File: src/rtl/crc_seq_neuron.sv
// Sequential neuron: streams CRC-protected weights, refetches bad words, and accumulates
// X[i]*W[i] in a triplicated, majority-voted accumulator. Output is saturated and optionally ReLU'd.
`timescale 1ns/1ps
module crc_seq_neuron #(
    parameter int            M         = 8,
    parameter int            n         = 16,
    parameter int            cl        = 8,
    parameter int            intbits   = 6,
    parameter int            fracbits  = 10,
    parameter logic [cl-1:0] POLY      = 8'h07,
    parameter int            MAX_RETRY = 3,
    parameter bit            RELU      = 1'b1,
    localparam int           IW        = (M > 1) ? $clog2(M) : 1
) (
    input  logic            clk,
    input  logic            rst_n,
    input  logic            start,
    input  logic [M*n-1:0]  X,
    input  logic            w_valid,
    input  logic [n+cl-1:0] w_data,
    output logic            w_ready,
    output logic [IW-1:0]   w_idx,
    output logic            rf_req,
    input  logic [2:0]      tmr_inj,
    output logic            busy,
    output logic            out_valid,
    output logic [n-1:0]    H,
    output logic            err
);

    // state | meaning
    // IDLE  | waiting for start
    // RUN   | accepting weights, one per handshake
    // RFQ   | bad CRC seen: refetch requested, weight port closed for one cycle
    // OUT   | present H/err for one cycle
    typedef enum logic [1:0] {S_IDLE, S_RUN, S_RFQ, S_OUT} state_t;

    localparam int AW = 2*n + IW;
    localparam int RW = (MAX_RETRY > 0) ? $clog2(MAX_RETRY + 1) : 1;
    // Binary point position; falls back to n-intbits if the two format parameters disagree.
    localparam int FB = (intbits + fracbits == n) ? fracbits : n - intbits;
    localparam logic signed [AW-1:0] HMAX = {{(AW-n+1){1'b0}}, {(n-1){1'b1}}};
    localparam logic signed [AW-1:0] HMIN = {{(AW-n+1){1'b1}}, {(n-1){1'b0}}};

    state_t                 state;
    logic signed [n-1:0]    x_q [M];
    logic signed [AW-1:0]   acc [3];
    logic [RW-1:0]          retry;
    logic                   err_q;

    logic signed [AW-1:0]   c0, c1, c2, voted, upd, acc_nxt;
    logic signed [n-1:0]    w_sgn, x_sel, h_sat;
    logic signed [2*n-1:0]  prod, prod_sh;
    logic                   crc_ok, accept;

    function automatic logic [cl-1:0] crc_calc(input logic [n-1:0] d);
        logic [cl-1:0] c;
        logic          fb;
        c = '0;
        for (int i = n-1; i >= 0; i--) begin
            fb = c[cl-1] ^ d[i];
            c  = {c[cl-2:0], 1'b0};
            if (fb) c = c ^ POLY;
        end
        return c;
    endfunction

    always_comb begin
        c0      = acc[0] ^ {{(AW-1){1'b0}}, tmr_inj[0]};
        c1      = acc[1] ^ {{(AW-1){1'b0}}, tmr_inj[1]};
        c2      = acc[2] ^ {{(AW-1){1'b0}}, tmr_inj[2]};
        voted   = (c0 & c1) | (c0 & c2) | (c1 & c2);
        w_sgn   = w_data[n+cl-1:cl];
        crc_ok  = (crc_calc(w_data[n+cl-1:cl]) == w_data[cl-1:0]);
        x_sel   = x_q[w_idx];
        prod    = x_sel * w_sgn;
        prod_sh = prod >>> FB;
        upd     = {{IW{prod_sh[2*n-1]}}, prod_sh};
        accept  = (state == S_RUN) && w_valid && crc_ok;
        acc_nxt = voted + (accept ? upd : '0);
        if (voted > HMAX)      h_sat = HMAX[n-1:0];
        else if (voted < HMIN) h_sat = HMIN[n-1:0];
        else                   h_sat = voted[n-1:0];
        if (RELU && h_sat[n-1]) h_sat = '0;
    end

    always_ff @(posedge clk or negedge rst_n) begin
        if (!rst_n) begin
            state     <= S_IDLE;
            w_ready   <= 1'b0;
            w_idx     <= '0;
            rf_req    <= 1'b0;
            busy      <= 1'b0;
            out_valid <= 1'b0;
            H         <= '0;
            err       <= 1'b0;
            err_q     <= 1'b0;
            retry     <= '0;
            for (int k = 0; k < 3; k++) acc[k] <= '0;
            for (int i = 0; i < M; i++) x_q[i] <= '0;
        end else begin
            rf_req    <= 1'b0;
            out_valid <= 1'b0;
            // Every copy is rewritten from the vote each cycle, scrubbing single-copy upsets.
            for (int k = 0; k < 3; k++) acc[k] <= acc_nxt;
            case (state)
                S_IDLE: begin
                    if (start) begin
                        for (int i = 0; i < M; i++) x_q[i] <= X[i*n +: n];
                        for (int k = 0; k < 3; k++) acc[k] <= '0;
                        w_idx   <= '0;
                        retry   <= '0;
                        err_q   <= 1'b0;
                        busy    <= 1'b1;
                        w_ready <= 1'b1;
                        state   <= S_RUN;
                    end
                end
                S_RUN: begin
                    if (w_valid) begin
                        if (crc_ok) begin
                            retry <= '0;
                            if (w_idx == IW'(M-1)) begin
                                w_idx   <= '0;
                                w_ready <= 1'b0;
                                state   <= S_OUT;
                            end else begin
                                w_idx <= w_idx + 1'b1;
                            end
                        end else begin
                            w_ready <= 1'b0;
                            if (retry < RW'(MAX_RETRY)) begin
                                rf_req <= 1'b1;
                                retry  <= retry + 1'b1;
                                state  <= S_RFQ;
                            end else begin
                                err_q <= 1'b1;
                                state <= S_OUT;
                            end
                        end
                    end
                end
                S_RFQ: begin
                    w_ready <= 1'b1;
                    state   <= S_RUN;
                end
                S_OUT: begin
                    out_valid <= 1'b1;
                    busy      <= 1'b0;
                    H         <= err_q ? '0 : h_sat;
                    err       <= err_q;
                    state     <= S_IDLE;
                end
                default: state <= S_IDLE;
            endcase
        end
    end

endmodule

File: config.mk
export PLATFORM = sky130hd
export DESIGN_NAME = crc_seq_neuron
export DESIGN_NICKNAME = d
export VERILOG_FILES = /design/src/rtl/crc_seq_neuron.sv
export SDC_FILE = /design/constraint.sdc
export NUM_CORES = 1
export LEC_CHECK = 0
export ABC_AREA = 1
export CORE_ASPECT_RATIO = 0.9
export CORE_MARGIN = 4
export CORE_UTILIZATION = 60
export DETAILED_ROUTE_END_ITERATION = 6
export PLACE_DENSITY = 0.83
export SKIP_CTS_REPAIR_TIMING = 1
export SYNTH_ARGS = -nofsm -noshare
export SYNTH_HDL_FRONTEND = slang
export SYNTH_SLANG_ARGS = --single-unit
export TNS_END_PERCENT = 5
File: constraint.sdc
create_clock -name clk -period 15.5 [get_ports clk]
set_input_delay 4.65 -clock clk [delete_from_list [all_inputs] [get_ports clk]]
set_output_delay 4.65 -clock clk [all_outputs]
set_load 0.05 [all_outputs]
Yosys cells after proc, flatten, opt, wreduce, memory -nomap -nowiden
Cells that the tools add are included. W data, S select, Z words.

Register bits after elaboration: 262. Output and inout port bits: 24. Input port bits: 159. Word-level logic and storage cells: 151.

Muxes and demuxes: 58. Reductions and logical operators: 13. Equality and inequality tests: 12. Bitwise operators: 39. Multiply operators: 1. $lt $le $gt $ge: 4. Add/sub/neg operators: 3.

Operators with widths (number): $mux W105 (2); $and A35 B35 Y35 (3); $xor A35 B1 Y35 (3); $mux W16 (5); $or A35 B35 Y35 (2); $mux W3 (20); $bmux W16 S3 (1); $not A3 Y3 (15); $add A35 B35 Y35 (1); $gt A35 B16 Y1 const B (1); $lt A35 B16 Y1 const B (1); $mux W35 (1); $mul A16 B16 Y32 (1); $mux W2 (8); $mux W15 (1); $mux W1 (14); $reduce_and A4 Y1 (3); $ne A2 B2 Y1 const B (5); $xor A1 B1 Y1 (10); $eq A8 B8 Y1 (1); $pmux W2 S4 (1); $ne A3 B2 Y1 const B (2); $pmux W3 S2 (1); $reduce_and A5 Y1 (1); 18 further kinds (27).

Depth between registers and ports, before layout
Depth after elaboration: 37. Gate-level depth with buffers: 53. Depth with buffers taken out: 51.

Worst setup path after synthesis
OpenSTA, ideal clock, no wires.

Path type: input -> register. Start point: input port w_data[16]. End point: register acc[99] (netlist name). Required time: 15.381 ns. Arrival: 11.729 ns. Path buffers: 2. Stages on the path: 38. Slack: 3.652 ns. Path through: buf_2 -> clkbuf_1 -> nand2_1 -> fa_1 -> inv_1 -> fa_1 -> inv_1 -> fa_1 -> inv_1 -> fa_1 -> fa_1 -> inv_1 -> fa_1 -> inv_1 -> ha_1 -> nand2_1 -> nor4_1 -> nand2_1 -> (+2 left out) -> o21ai_0 -> a21oi_1 -> ha_1 -> inv_1 -> nor3_1 -> inv_1 -> o21ai_0 -> a21oi_1 -> o21ai_0 -> a21oi_1 -> inv_1 -> a21oi_1 -> nor2_1 -> nand3_1 -> nand2_1 -> nand3_1 -> a21oi_1 -> nor2_1.

Word-level cells in the longest chain between the ends: 14. Elaborated cells on any way between the ends: 21.

Ends and longest elaborated chain: start: declaration (line 20) `input logic [n+cl-1:0] w_data,`; parallel branches: the longest is 10 deep, another holds $mul A16 B16 Y32; $mux W35 (*) (line 80) `acc_nxt = voted + (accept ? upd : '0);`; $add A35 B35 Y35 (*) (line 80); $mux W105 (line 108) `if (start) begin`; $mux W105 (*) (line 106) `case (state)`; end: declaration (line 47) `logic signed [AW-1:0] acc [3];`.

Mark *: on every way between the ends. A chain may end at the register's enable or synchronous reset.

Worst setup path after layout
Start point: input port w_data[14]. End point: register acc[99] (netlist name).

Word-level cells in the longest chain between the ends: 12. Elaborated cells on any way between the ends: 15.

Ends and longest elaborated chain (line): parallel branches: the longest is 8 deep, another holds $mul A16 B16 Y32; $mux W35 (*) (80); $add A35 B35 Y35 (*) (80); $mux W105 (108); $mux W105 (*) (106).

Marked as above.

==> summary by stage <==
Floorplanning
The die area is roughly 0.037 mm2. The placeable core region is around 0.033 mm2. The initial utilization of the core area, before any placement, comes to 0.611. The x dimension of the die is 202 um. The height of the die is ~180 um.

The number of rows in the core area is 63. In this run the count of I/O pins placed on the die edge is roughly 180.

Synthesis
The async set or reset register ratio after synthesis is 1.00. Of the post-synthesis cell area, the dominant cell type holds 0.259. In this run the cell area of the synthesized design comes to just over 0.02 mm2. The top cell type by total area after synthesis is fa_1. By area, the combinational part of the netlist is dominated by adder cells. Sorting the synthesized cells by area gives the leading types as fa_1 26%, dfrtp_1 24%, nand2_1 14%. The XOR/XNOR share of the synthesized area is 0.0124.

Of the total synthesized cell area, the portion taken by full adders, half adders and majority gates is 0.324. The proportion of synthesized area in mux cells is 0. The dominant register cell in the synthesized netlist is dfrtp_1.

The number of nets in the synthesized netlist is 3163. Of the total synthesized cell area, the portion taken by AND, OR, NAND and NOR gates is 0.228. The number of warning messages in the yosys log is 0. The count of distinct cell types in the synthesized netlist is 54. The average cell area after synthesis is about 7.7 um2. The post-synthesis compound-gate area fraction is 0.0914. The count of flip-flops with a built-in enable after synthesis is 0.

Counting flops and latches in the post-synthesis netlist gives 191. The post-synthesis sequential area ratio is 0.236. In the synthesized netlist, the number of instances is approximately 2600.

Global route
The largest net degree at the start of global routing is 109. The overall overflow remaining after global route is 0. The via count of the first global-routing pass is approximately 18000. The first global-routing pass estimated 92800 um of wire.

The number of antenna violations at the first check in global routing is 1. For this run, the total global-route usage over all layers was measured as 0.309.

Run status
The run finished with clean final reports.

Timing
The count of final hold-check violations was 0. For the pin with the worst max-slew slack, the measured transition is 1140 ps. Hold timing on the final database bottoms out at a slack of between 400 and 500 ps. The time the final worst path needs with I/O delays and setup is 13200 ps. Setup violations remaining at the end of the flow were counted as 0.

In the finished design, the share of the clock period the worst path needs comes to 0.852. For this run, the top clock speed supported by timing is approximately 76 MHz. The number of pins exceeding their max-slew limit in the final report is 0. Clock skew on the completed layout was measured at between 15 and 20 ps.

Setup repair after global routing left no endpoint under its margin. Adding up every negative setup slack in the final design gives 0 ps. The worst max-slew margin expressed relative to the limit is 0.235.

Layout
The area overhead of the layout relative to synthesis is 13.1%. The number of standard cells in the final layout excluding fillers is roughly 3200. The layout has 2702 filler cells.

The final net count is 3280. The fraction of final layout cells sized beyond drive strength 1 is 0.0307. Across the whole layout, storage elements account for approximately 0.0048 mm2. The final core utilization is 0.691. The multi-input combinational cells in the finished layout cover a total of about 0.013 mm2.

Job
The count of max-cap constraint violations is 0.

Clocking
The clock latency of the later-clocked register in the worst-skew pair is between 400 and 500 ps. The number of CTS-inserted buffers is 17. TritonCTS built the clock tree. The number of sinks handled by clock tree synthesis is 191. The number of buffers between clock root and the deepest sink is 2. After clock tree synthesis, the clock-pin slew on the worst setup and hold paths is around 90 ps.

The root buffer cell chosen for the clock tree is clkbuf_16. The clock tree synthesis step divided the H-tree into 4 levels.

Drt
The mean routed wirelength per cell is 17.3 um. After detailed routing, the number of remaining DRC violations is 0. The number of optimization iterations in the first detailed-route pass is 6. The overall via count from detail_route is 18000.

Dividing the detail-routed via count by the number of cells gives 5.63. For this block, the routed nets add up to 55100 um of wire. After the first detailed-routing iteration, the DRC count stood at 1672. The post-detailed-route count of antenna-violating nets is 0.

Worst setup path
The worst setup path is launched from an input port. STA classifies the critical path endpoint as a flop. For the worst setup path, the data arrival time is 13580 ps. The kind of critical path is input port to flop.

The cell at the slowest stage of the critical path is fa_1. The kind of cell adding the most delay to the critical path is adder cells. The largest single stage delay on the critical path is between 500 and 600 ps. Among the stages of the critical path, the cell type that occurs most often is inv_1. The required time of the worst setup path is between 15000 and 20000 ps.

Counting both buffers and inverters, the worst setup path holds a total of 10. The highest net fanout along the worst path is 15.

Placement
At the end of routability-driven placement, the weighted congestion stood at between 0.9 and 1. The half-perimeter wire length after placement is between 40000 and 50000 um. The count of buffers added on input and output ports is 181. Counting tap cells, the placed design contains a total of about 3200 instances.

Min path
The min-delay analysis places its worst path in the category flop to flop.
[cell families (layout without fill, tap and decap cells)]
kind of cell,after synthesis,count (layout)
AO/OA/AOI/OAI,331,331
XOR/XNOR,27,27
adder cells (fa/ha/maj),367,367
buffers and inverters,560,690
flip-flops,191,191
other,1,2
AND/OR/NAND/NOR,1161,1161
[worst min-delay path, delay by kind of cell (launching register included)]
kind	cells	cell delay, ps
DFF	1	350
and+or+nand+nor	2	100
[routing by layer]
| layer | wire length (um) | global-route usage | vias to the layer above |
|---|---|---|---|
| met1 | 23500 | 0.440 | 8727 |
| li1 | - | - | 8281 |
| met2 | 25500 | 0.494 | 829 |
| met5 | 0 | 0 | - |
| met3 | 4560 | 0.0556 | 123 |
| met4 | 1600 | 0.0897 | 0 |
[per-stage QoR]
step / setup slack (ps) / cell area, um2
floorplan: 3650 / 20200
global placement: 2420 / 22200
detailed placement: 2230 / 22200
CTS: 2570 / 22900
global route: 1710 / 22900
finish: 2300 / 22900
[state kept, by name, indices dropped and copies added, names as in the netlist]
name       flops
x_q          128
acc           35
H             15
w_idx          3
retry          2
state          2
busy           1
err            1
err_q          1
out_valid      1
rf_req         1
w_ready        1
[final timing paths]
path	start	end	slack, ps	cells past startpoint
max	w_data[14]	acc[99]	2300	39
min	x_q[42]	x_q[42]	470	2
max reg2reg	w_idx[1]	acc[99]	5100	43
min reg2reg	x_q[42]	x_q[42]	470	2
max in group asynchronous	rst_n	w_idx[0]	9520	2
min in group asynchronous	rst_n	x_q[52]	4290	1
[cell type report]
type                       count  area share
multi-input combinational   1887       0.580
tap                          422      0.0231
clock inverter                15      0.0104
sequential                   191       0.209
clock buffer                  17      0.0186
timing repair buffer         189      0.0819
antenna                        1    0.000109
inverter                     469      0.0772
[cells in the mapped netlist, drive strengths merged, types with 3 or more instances]
| master | instances |
|---|---|
| o31ai | 4 |
| nand3 | 76 |
| o21ai | 163 |
| nand4 | 9 |
| xor2 | 12 |
| nor4 | 3 |
| a31oi | 4 |
| inv | 463 |
| dfrtp | 191 |
| xnor2 | 15 |
| nand2 | 760 |
| nor2 | 297 |
| a21oi | 108 |
| ha | 104 |
| a21o | 5 |
| fa | 262 |
| buf | 19 |
| o21a | 4 |
| clkinv | 6 |
| o221ai | 28 |
| o21bai | 3 |
| nor3 | 9 |
| clkbuf | 72 |
[layout by cell type (no fill, tap or decap), types with 4 or more instances in the layout]
| cell type | count |
|---|---|
| clkbuf_16 | 17 |
| xor2_1 | 11 |
| o31ai_1 | 4 |
| clkinv_1 | 6 |
| o21ai_1 | 4 |
| nand2_1 | 745 |
| ha_1 | 104 |
| a21o_1 | 5 |
| inv_12 | 5 |
| nand2_2 | 12 |
| o21ai_0 | 158 |
| nor3_1 | 9 |
| nand3_1 | 73 |
| fa_1 | 262 |
| xnor2_1 | 14 |
| clkinv_8 | 5 |
| o21a_1 | 4 |
| inv_1 | 449 |
| a21oi_1 | 108 |
| buf_4 | 8 |
| nand4_1 | 9 |
| clkdlybuf4s50_1 | 180 |
| dfrtp_1 | 190 |
| o221ai_1 | 28 |
| nor2_1 | 292 |
| inv_2 | 12 |
| a31oi_1 | 4 |
| inv_8 | 4 |
Power is not shown: default switching activity piles up to over one toggle a cycle in this logic, so the estimate is an artifact.
